`src/rtl/mips_multicycle_core.sv`:
```
`default_nettype none
// ============================================================================
//  Module   : mips_multicycle_core
//  Purpose  : Multi-cycle MIPS subset core (add/sub/and/or/slt, addi, lw, sw,
//             beq, j). The FSM steps through FETCH, DECODE, EXECUTE, MEMORY
//             and WRITEBACK. The ALU, register file and sign-extend are
//             shared across those steps. Instruction and data memories sit
//             behind req/ready handshakes, so they may insert wait states.
//  Options  : define MIPS_BNE_EN to decode bne (opcode 000101). When it is
//             not defined, bne is treated as an illegal opcode.
//  Revision : 1.0 - initial release
// ============================================================================
module mips_multicycle_core #(
   parameter int          ADDR_WIDTH = 16,
   parameter logic [31:0] RESET_PC   = 32'h0000_0000,
   parameter int          REG_COUNT  = 32
) (
   input  logic                  CLK,
   input  logic                  reset,
   output logic [ADDR_WIDTH-1:0] imem_addr,
   output logic                  imem_req,
   input  logic [31:0]           imem_rdata,
   input  logic                  imem_ready,
   output logic [ADDR_WIDTH-1:0] dmem_addr,
   output logic [31:0]           dmem_wdata,
   output logic                  dmem_we,
   output logic                  dmem_req,
   input  logic [31:0]           dmem_rdata,
   input  logic                  dmem_ready,
   input  logic [4:0]            dbg_reg_addr,
   output logic [31:0]           dbg_reg_data,
   output logic [31:0]           retired_count,
   output logic                  halted
);

   localparam int REG_BITS = $clog2(REG_COUNT);

   localparam logic [2:0] ST_FETCH     = 3'd0;
   localparam logic [2:0] ST_DECODE    = 3'd1;
   localparam logic [2:0] ST_EXECUTE   = 3'd2;
   localparam logic [2:0] ST_MEMORY    = 3'd3;
   localparam logic [2:0] ST_WRITEBACK = 3'd4;
   localparam logic [2:0] ST_HALT      = 3'd5;

   localparam logic [5:0] OP_RTYPE = 6'b000000;
   localparam logic [5:0] OP_ADDI  = 6'b001000;
   localparam logic [5:0] OP_LW    = 6'b100011;
   localparam logic [5:0] OP_SW    = 6'b101011;
   localparam logic [5:0] OP_BEQ   = 6'b000100;
   localparam logic [5:0] OP_BNE   = 6'b000101;
   localparam logic [5:0] OP_J     = 6'b000010;

   localparam logic [5:0] FN_ADD = 6'b100000;
   localparam logic [5:0] FN_SUB = 6'b100010;
   localparam logic [5:0] FN_AND = 6'b100100;
   localparam logic [5:0] FN_OR  = 6'b100101;
   localparam logic [5:0] FN_SLT = 6'b101010;

`ifdef MIPS_BNE_EN
   localparam logic BNE_EN = 1'b1;
`else
   localparam logic BNE_EN = 1'b0;
`endif

   logic [2:0]            state;
   logic [ADDR_WIDTH-1:0] pc;
   logic [31:0]           ir;
   logic [31:0]           op_a;
   logic [31:0]           op_b;
   logic [31:0]           imm;
   logic [31:0]           alu_out;
   logic [31:0]           mdr;
   logic [31:0]           regs [REG_COUNT];

   // Instruction fields; specifier bits above REG_BITS are dropped
   logic [5:0]            opcode;
   logic [5:0]            funct;
   logic [REG_BITS-1:0]   rs_idx;
   logic [REG_BITS-1:0]   rt_idx;
   logic [REG_BITS-1:0]   rd_idx;
   logic [REG_BITS-1:0]   wb_idx;
   logic [REG_BITS-1:0]   dbg_idx;
   logic [31:0]           wb_data;
   logic                  wb_en;
   logic [31:0]           alu_result;
   logic                  rtype_legal;
   logic [31:0]           addr_sum;
   logic [ADDR_WIDTH-1:0] br_target;
   logic [ADDR_WIDTH-1:0] jump_target;
   logic                  unused_bits;

   assign opcode  = ir[31:26];
   assign funct   = ir[5:0];
   assign rs_idx  = ir[21 +: REG_BITS];
   assign rt_idx  = ir[16 +: REG_BITS];
   assign rd_idx  = ir[11 +: REG_BITS];
   assign dbg_idx = dbg_reg_addr[REG_BITS-1:0];

   // shamt and the high specifier bits have no function in this subset
   assign unused_bits = ^{ir[25:6], dbg_reg_addr};

   // R-type result and legality, decoded from funct
   always_comb begin
      alu_result  = 32'h0;
      rtype_legal = 1'b1;
      case (funct)
         FN_ADD:  alu_result = op_a + op_b;
         FN_SUB:  alu_result = op_a - op_b;
         FN_AND:  alu_result = op_a & op_b;
         FN_OR:   alu_result = op_a | op_b;
         FN_SLT:  alu_result = {31'h0, $signed(op_a) < $signed(op_b)};
         default: rtype_legal = 1'b0;
      endcase
   end

   // Address arithmetic; the PC already points past the current instruction
   assign addr_sum    = op_a + imm;
   assign br_target   = pc + ADDR_WIDTH'(imm << 2);
   assign jump_target = ADDR_WIDTH'({4'(32'(pc) >> 28), ir[25:0], 2'b00});

   // Destination is rd for R-type and rt for addi/lw; $0 is never written
   assign wb_idx  = (opcode == OP_RTYPE) ? rd_idx : rt_idx;
   assign wb_data = (opcode == OP_LW) ? mdr : alu_out;
   assign wb_en   = (state == ST_WRITEBACK) && (wb_idx != '0);

   // Memory-side outputs decode straight from the state so reset drops them
   assign imem_req     = (state == ST_FETCH);
   assign imem_addr    = pc;
   assign dmem_req     = (state == ST_MEMORY);
   assign dmem_we      = (state == ST_MEMORY) && (opcode == OP_SW);
   assign dmem_addr    = alu_out[ADDR_WIDTH-1:0];
   assign dmem_wdata   = op_b;
   assign halted       = (state == ST_HALT);
   assign dbg_reg_data = (dbg_idx == '0) ? 32'h0 : regs[dbg_idx];

   // Register file: cleared on reset, single write port used in WRITEBACK
   always_ff @(posedge CLK or posedge reset) begin
      if (reset) begin
         for (int i = 0; i < REG_COUNT; i++) begin
            regs[i] <= 32'h0;
         end
      end else if (wb_en) begin
         regs[wb_idx] <= wb_data;
      end
   end

   // Control FSM with PC, IR, operand latches and the retire counter
   always_ff @(posedge CLK or posedge reset) begin
      if (reset) begin
         state         <= ST_FETCH;
         pc            <= ADDR_WIDTH'(RESET_PC);
         ir            <= 32'h0;
         op_a          <= 32'h0;
         op_b          <= 32'h0;
         imm           <= 32'h0;
         alu_out       <= 32'h0;
         mdr           <= 32'h0;
         retired_count <= 32'h0;
      end else begin
         case (state)
            ST_FETCH: begin
               if (imem_ready) begin
                  ir    <= imem_rdata;
                  pc    <= pc + ADDR_WIDTH'(4);
                  state <= ST_DECODE;
               end
            end
            ST_DECODE: begin
               op_a  <= regs[rs_idx];
               op_b  <= regs[rt_idx];
               imm   <= {{16{ir[15]}}, ir[15:0]};
               state <= ST_EXECUTE;
            end
            ST_EXECUTE: begin
               case (opcode)
                  OP_RTYPE: begin
                     if (rtype_legal) begin
                        alu_out <= alu_result;
                        state   <= ST_WRITEBACK;
                     end else begin
                        state <= ST_HALT;
                     end
                  end
                  OP_ADDI: begin
                     alu_out <= addr_sum;
                     state   <= ST_WRITEBACK;
                  end
                  OP_LW, OP_SW: begin
                     alu_out <= addr_sum;
                     state   <= ST_MEMORY;
                  end
                  OP_BEQ: begin
                     if (op_a == op_b) begin
                        pc <= br_target;
                     end
                     retired_count <= retired_count + 32'd1;
                     state         <= ST_FETCH;
                  end
                  OP_BNE: begin
                     if (BNE_EN) begin
                        if (op_a != op_b) begin
                           pc <= br_target;
                        end
                        retired_count <= retired_count + 32'd1;
                        state         <= ST_FETCH;
                     end else begin
                        state <= ST_HALT;
                     end
                  end
                  OP_J: begin
                     pc            <= jump_target;
                     retired_count <= retired_count + 32'd1;
                     state         <= ST_FETCH;
                  end
                  default: state <= ST_HALT;
               endcase
            end
            ST_MEMORY: begin
               if (dmem_ready) begin
                  if (opcode == OP_SW) begin
                     retired_count <= retired_count + 32'd1;
                     state         <= ST_FETCH;
                  end else begin
                     mdr   <= dmem_rdata;
                     state <= ST_WRITEBACK;
                  end
               end
            end
            ST_WRITEBACK: begin
               retired_count <= retired_count + 32'd1;
               state         <= ST_FETCH;
            end
            ST_HALT: state <= ST_HALT;
            default: state <= ST_HALT;
         endcase
      end
   end

endmodule
`default_nettype wire

```
`config.mk`:
```
export PLATFORM = sky130hd
export DESIGN_NAME = mips_multicycle_core
export DESIGN_NICKNAME = d
export VERILOG_FILES = /design/src/rtl/mips_multicycle_core.sv
export SDC_FILE = /design/constraint.sdc
export NUM_CORES = 2
export LEC_CHECK = 0
export ABC_AREA = 0
export CAP_MARGIN = 40
export CORE_ASPECT_RATIO = 1.4
export CORE_MARGIN = 1
export CORE_UTILIZATION = 54
export DETAILED_ROUTE_END_ITERATION = 8
export PLACE_DENSITY = 0.74
export SYNTH_ARGS = -nofsm -noshare
export SYNTH_HDL_FRONTEND = slang
export SYNTH_SLANG_ARGS = --single-unit
```
`constraint.sdc`:
```
create_clock -name CLK -period 40.2 [get_ports CLK]
set_clock_uncertainty 0.1 [all_clocks]
set_input_delay 6.03 -clock CLK [delete_from_list [all_inputs] [get_ports CLK]]
set_output_delay 6.03 -clock CLK [all_outputs]
set_load 0.005 [all_outputs]
```
## Yosys cells after proc, flatten, opt, wreduce, memory -nomap -nowiden

Index checks and enable logic that the tools add are counted.

| word-level totals | value |
|---|---|
| register bits after elaboration | 1251 |
| input bits | 73 |
| output and inout port bits | 132 |
| word-level logic and storage cells | 136 |

| cells by class | value |
|---|---|
| add/sub/neg operators | 6 |
| $lt $le $gt $ge | 6 |
| equality and inequality tests | 23 |
| multiplexer cells | 33 |
| bitwise operators | 7 |
| reductions and logical operators | 20 |

Operators by type and width:

| kind | number |
|---|---|
| 1024-bit bitwise mux | 1 |
| 32-bit binary-select mux with 5-bit select | 3 |
| 32-bit two-way mux | 13 |
| 32-bit demux with 5-bit select | 1 |
| 32-bit one-hot mux with 5 select lines | 1 |
| 32-bit one-hot mux with 3 select lines | 1 |
| 32-bit adder | 2 |
| 16-bit one-hot mux with 2 select lines | 2 |
| 32-bit one-hot mux with 2 select lines | 1 |
| 6-bit equality test (second input constant) | 7 |
| 32-bit by 1-bit adder with 32-bit output (second input constant) | 1 |
| 32-bit AND | 1 |
| 32-bit equality test | 1 |
| 32-bit less-than comparator | 1 |
| 16-bit two-way mux | 2 |
| 32-bit bitwise OR | 1 |
| 32-bit subtractor | 1 |
| 6-bit >= comparator (second input constant) | 4 |
| 5-bit inverter with 6-bit output | 4 |
| 16-bit adder | 1 |
| 16-bit by 3-bit adder with 16-bit output (second input constant) | 1 |
| 3-bit one-hot mux with 5 select lines | 1 |
| 3-bit one-hot mux with 4 select lines | 1 |
| 3-bit two-way mux | 3 |
| 27 further kinds | 40 |

## Depth between registers and ports, before layout

| depth | value |
|---|---|
| depth in word-level cells | 8 |
| mapped depth | 14 |
| gate-level depth less buffers | 13 |

## Worst setup path after synthesis

No wires, ideal clock.

| path | value |
|---|---|
| path type | input port to output port |
| start point | input port dbg_reg_addr[0] |
| end point | output port dbg_reg_data[10] |
| arrival time | 8244 ps |
| required time | 34070 ps |
| setup slack | 25826 ps |
| stages on the path | 8 |
| buffers on the path | 4 |
| cell sequence | clkbuf_1 -> clkbuf_1 -> clkbuf_1 -> buf_2 -> mux4_2 -> mux4_2 -> mux2i_1 -> nor2_1 |

| between the ends | value |
|---|---|
| word-level cells in the longest chain between the ends | 5 |
| elaborated cells between the ends (all ways) | 6 |
| classes of those cells | mux: 4; bitwise: 1; reduce/logical: 1 |

RTL lines:

| what | RTL line | text |
|---|---|---|
| start: declaration | 30 | `input logic [4:0] dbg_reg_addr,` |
| 5-bit inverter with 6-bit output (implied by the code) | 134 | `assign dbg_reg_data = (dbg_idx == '0) ? 32'h0 : regs[dbg_idx];` |
| 32-bit binary-select mux with 5-bit select | 134 |  |
| 32-bit two-way mux (implied by the code) (2 in a row) | 134 |  |
| 32-bit two-way mux * | 134 |  |
| end: declaration | 31 | `output logic [31:0] dbg_reg_data,` |

Mark *: on every way between the ends. The rest lies on a longest branch, timed or not. The select of a mux whose other input is x is not followed.

## Final worst setup path

| path | value |
|---|---|
| start point | input port dbg_reg_addr[1] |
| end point | output port dbg_reg_data[17] |

The elaborated chain is that of the path after synthesis.

==> metrics.yaml <==
synthesis:
  syn_inst: 6683
  synthMuxAreaShare_pct: 30.8
  synth_warnings: 0
  synth_top_family_by_area: "multiplexers"
  syn_avg_cell_area_um2: 11.4
  yosysSeqAreaShare_pct: 41.0
  synthArstFlopShare_pct: 100
  synthesis.area_um2: 76200
  synth_cell_type_count: 91
  yosysMostFrequentCell: "dfrtp_1"
  synth-compound-area-share_pct: 11.1
  synth_xor_area_share_pct: 1.10
  dominantRegCellSynth: "dfrtp_1"
  synth_top_area_share_pct: 41.0
  yosys-top-cells-count: "dfrtp_1 (1249), mux4_2 (960), nand2_1 (815)"
  synth_top_cell_by_area: "dfrtp_1"
  synth_edf_count: 0
  synth-simple-area-share_pct: 9.09
  synth-seq-cells: 1249
  synth-adder-area-share_pct: 2.68
  synth_area_leaders: "dfrtp_1 (41%), mux4_2 (28%), o21ai_0 (4.4%), a21oi_1 (4.1%), nand2_1 (4.0%)"
finish:
  drive_above_1_share_pct: 22.7
  area_growth_pct: 11.1
  diodes: 0
  post-route-cell-area_um2: 84700
  nets: 6746
  fillers: 10679
clocking:
  htree_levels: 3
  worst_skew_pair.late_latency_ps: 780
  postCtsSetupRepairBufs: 0
  numCtsBuffers: 116
  cts_tree: "yes"
  ctsHoldBuffers: 0
  cts.sinks: 1249
  cts_max_path_buffers: 3
  path_clk_slew_ps: 60
  cts_resized: 0
  cts_root_buf: "clkbuf_16"
status:
  status: "completed"
power:
  p_comb_share_pct: 47.0
  p_leak_nw: 35.0
  p_sw_mw: 2.60
  ir_worst_vdd_mv: 0.0554
  p_seq_share_pct: 33.4
  pwr-share-clk_pct: 19.6
  cellInternalPower_mw: 3.56
  power_mw: 6.16
  p_sw_share_pct: 42.2
  powerDensity_nw_per_um2: 72.7
floorplanning:
  ios: 205
  die-area_um2: 143000
  start_util_pct: 54.6
  coreArea_um2: 140000
  die_w_um: 320
  rows: 162
  die_y_um: 447
timing:
  period_share_pct: 40.3
  slew_viol_final: 0
  finalSetupTns_ps: 0
  setup_viol: 0
  rsz0062_at_grt: "no"
  fmax_mhz: 61.7
  finalHoldViolations: 0
  fin_crit_ps: 16220
  slew-limit-headroom_pct: 24.7
  tightest_slew_ps: 1130
route:
  drt_pass1_iterations: 6
  drc: 0
  drt_iter0_drc: 7072
  ant_nets: 0
  vias: 59550
  wire_per_inst_um: 29.7
  viasPerCell: 7.07
  wirelength_um: 250000
worst_setup_path:
  worstPathMaxFanout: 82
  startpoint_type: "input port"
  arrival_ps: 10090
  worstPathBufferInverterCount: 4
  critical_path_required_ps: 34070
  crit_chain: "buf_8, buf_4, buf_4, mux4_2, mux4_2, mux2i_1, nor2_1, clkdlybuf4s50_1"
  end_kind: "output port"
  max_stage_delay_ps: 780
  crit_slowest_cell: "buf_4"
  critPathTopFamily: "buffers and inverters"
  critPathKind: "input port to output port"
global_route:
  grt_antenna_before_repair: 1
  grt_max_degree: 111
  grt_overflow: 0
  grt_pass1_wl_um: 377000
  grt_usage_pct: 35.5
  grt_pass1_vias: 60087
placement:
  gp_congestion: 1.02
  hpwlAfterDp_um: 161000
  port_buffers: 202
  place_area_um2: 80600
run:
  maxCapViolations: 0
hold_path:
  hold_path.class: "flip-flop to flip-flop"
-- power groups by stage --
| stage | logic, mW | registers (mW) | clock network [mW] |
|---|---|---|---|
| finish | 2.90 | 2.06 | 1.20 |
| CTS | 2.86 | 2.04 | 1.21 |
| global route | 3.09 | 2.09 | 1.26 |
| detailed placement | 2.84 | 2.06 | 0 |
| global placement | 2.74 | 2.04 | 0 |
| floorplan | 2.10 | 1.84 | 0 |
-- worst register-to-register path, stage by stage, from the launching register on --
cell,delay [ps]
dfrtp_4,800
buf_4,650
buf_4,820
buf_4,750
mux4_2,630
mux4_2,490
mux2i_1,660
a21oi_1,160
-- final timing paths --
check | start | endpoint | slack (ps) | cells past startpoint
worst max-delay path | dbg_reg_addr[1] | dbg_reg_data[17] | 23980 | 8
worst min-delay path | regs[1012] | regs[1012] | 320 | 0
worst max register to register | ir[16] | dmem_wdata[17] | 35000 | 7
worst min register to register | regs[1012] | regs[1012] | 320 | 0
max in group asynchronous | reset | regs[913] | 29460 | 9
min in group asynchronous | reset | imem_addr[4] | 5610 | 2
-- registers in the layout (all words and copies together), names as in the netlist --
register and cells:
regs 1024, state 3, dmem_wdata 32, retired_count 32, mdr 32, op_a 32, imm 16, ir 32
alu_out 32, imem_addr 14
-- metrics by stage --
stage	setup WS (ps)	hold slack [ps]	std cells	util [%]
detailed placement	24040	301	8198	57.7
global route	23880	335	8418	60.6
CTS	24030	320	8418	60.6
finish	23980	321	8418	60.6
global placement	24150	298	8142	56.7
floorplan	16810	349	6684	-
-- area by class of cell --
cell class | count | area, um2 | area share (%)
clock buffers | 144 | 3130 | 3.69
flip-flops and latches | 1249 | 31300 | 37.0
multi-input cells | 4651 | 42200 | 49.9
clock inverters | 76 | 972 | 1.15
well taps | 1804 | 2260 | 2.67
inverters | 115 | 435 | 0.514
repair buffers | 379 | 4360 | 5.15
-- per-layer routing --
metal | vias up | global-route usage, % | wire length, um
li1 | 24411 | - | -
met1 | 30161 | 42.5 | 82700
met2 | 3958 | 57.3 | 120000
met3 | 1018 | 8.52 | 28000
met4 | 2 | 23.7 | 19300
met5 | - | 0 | 10
-- cells by family (layout without fill, tap and decap cells) --
group	after synthesis	after routing
adders and majority gates	161	161
muxes	1143	1143
AOI/OAI and AO/OA	1550	1550
buffers and inverters	784	714
and+or+nand+nor	1699	1699
other	1	2
xor gates and xnor gates	96	96
DFF	1249	1249
-- cells in the final DEF (no fill, tap or decap), types with 15 or more instances in the layout --
cell type	count
a21o_1	27
nand2_4	15
mux2_2	48
o22ai_1	15
o21ai_0	675
a221oi_1	15
clkbuf_1	16
o21bai_1	15
nand4_1	19
nor2_1	649
xnor2_1	68
xor2_1	28
clkinv_2	30
nand2b_1	22
nand2_1	800
mux2i_2	27
nor3_1	37
nand3_1	41
a31oi_1	25
buf_4	120
inv_1	112
ha_1	157
o31ai_1	15
clkbuf_16	116
dfrtp_1	1238
bufinv_16	18
mux2i_1	103
clkdlybuf4s50_1	197
a211oi_1	22
mux4_2	960
nor2_4	15
buf_16	43
and3_1	26
a21oi_1	625
No activity file was read; power rests on OpenSTA's default activity.
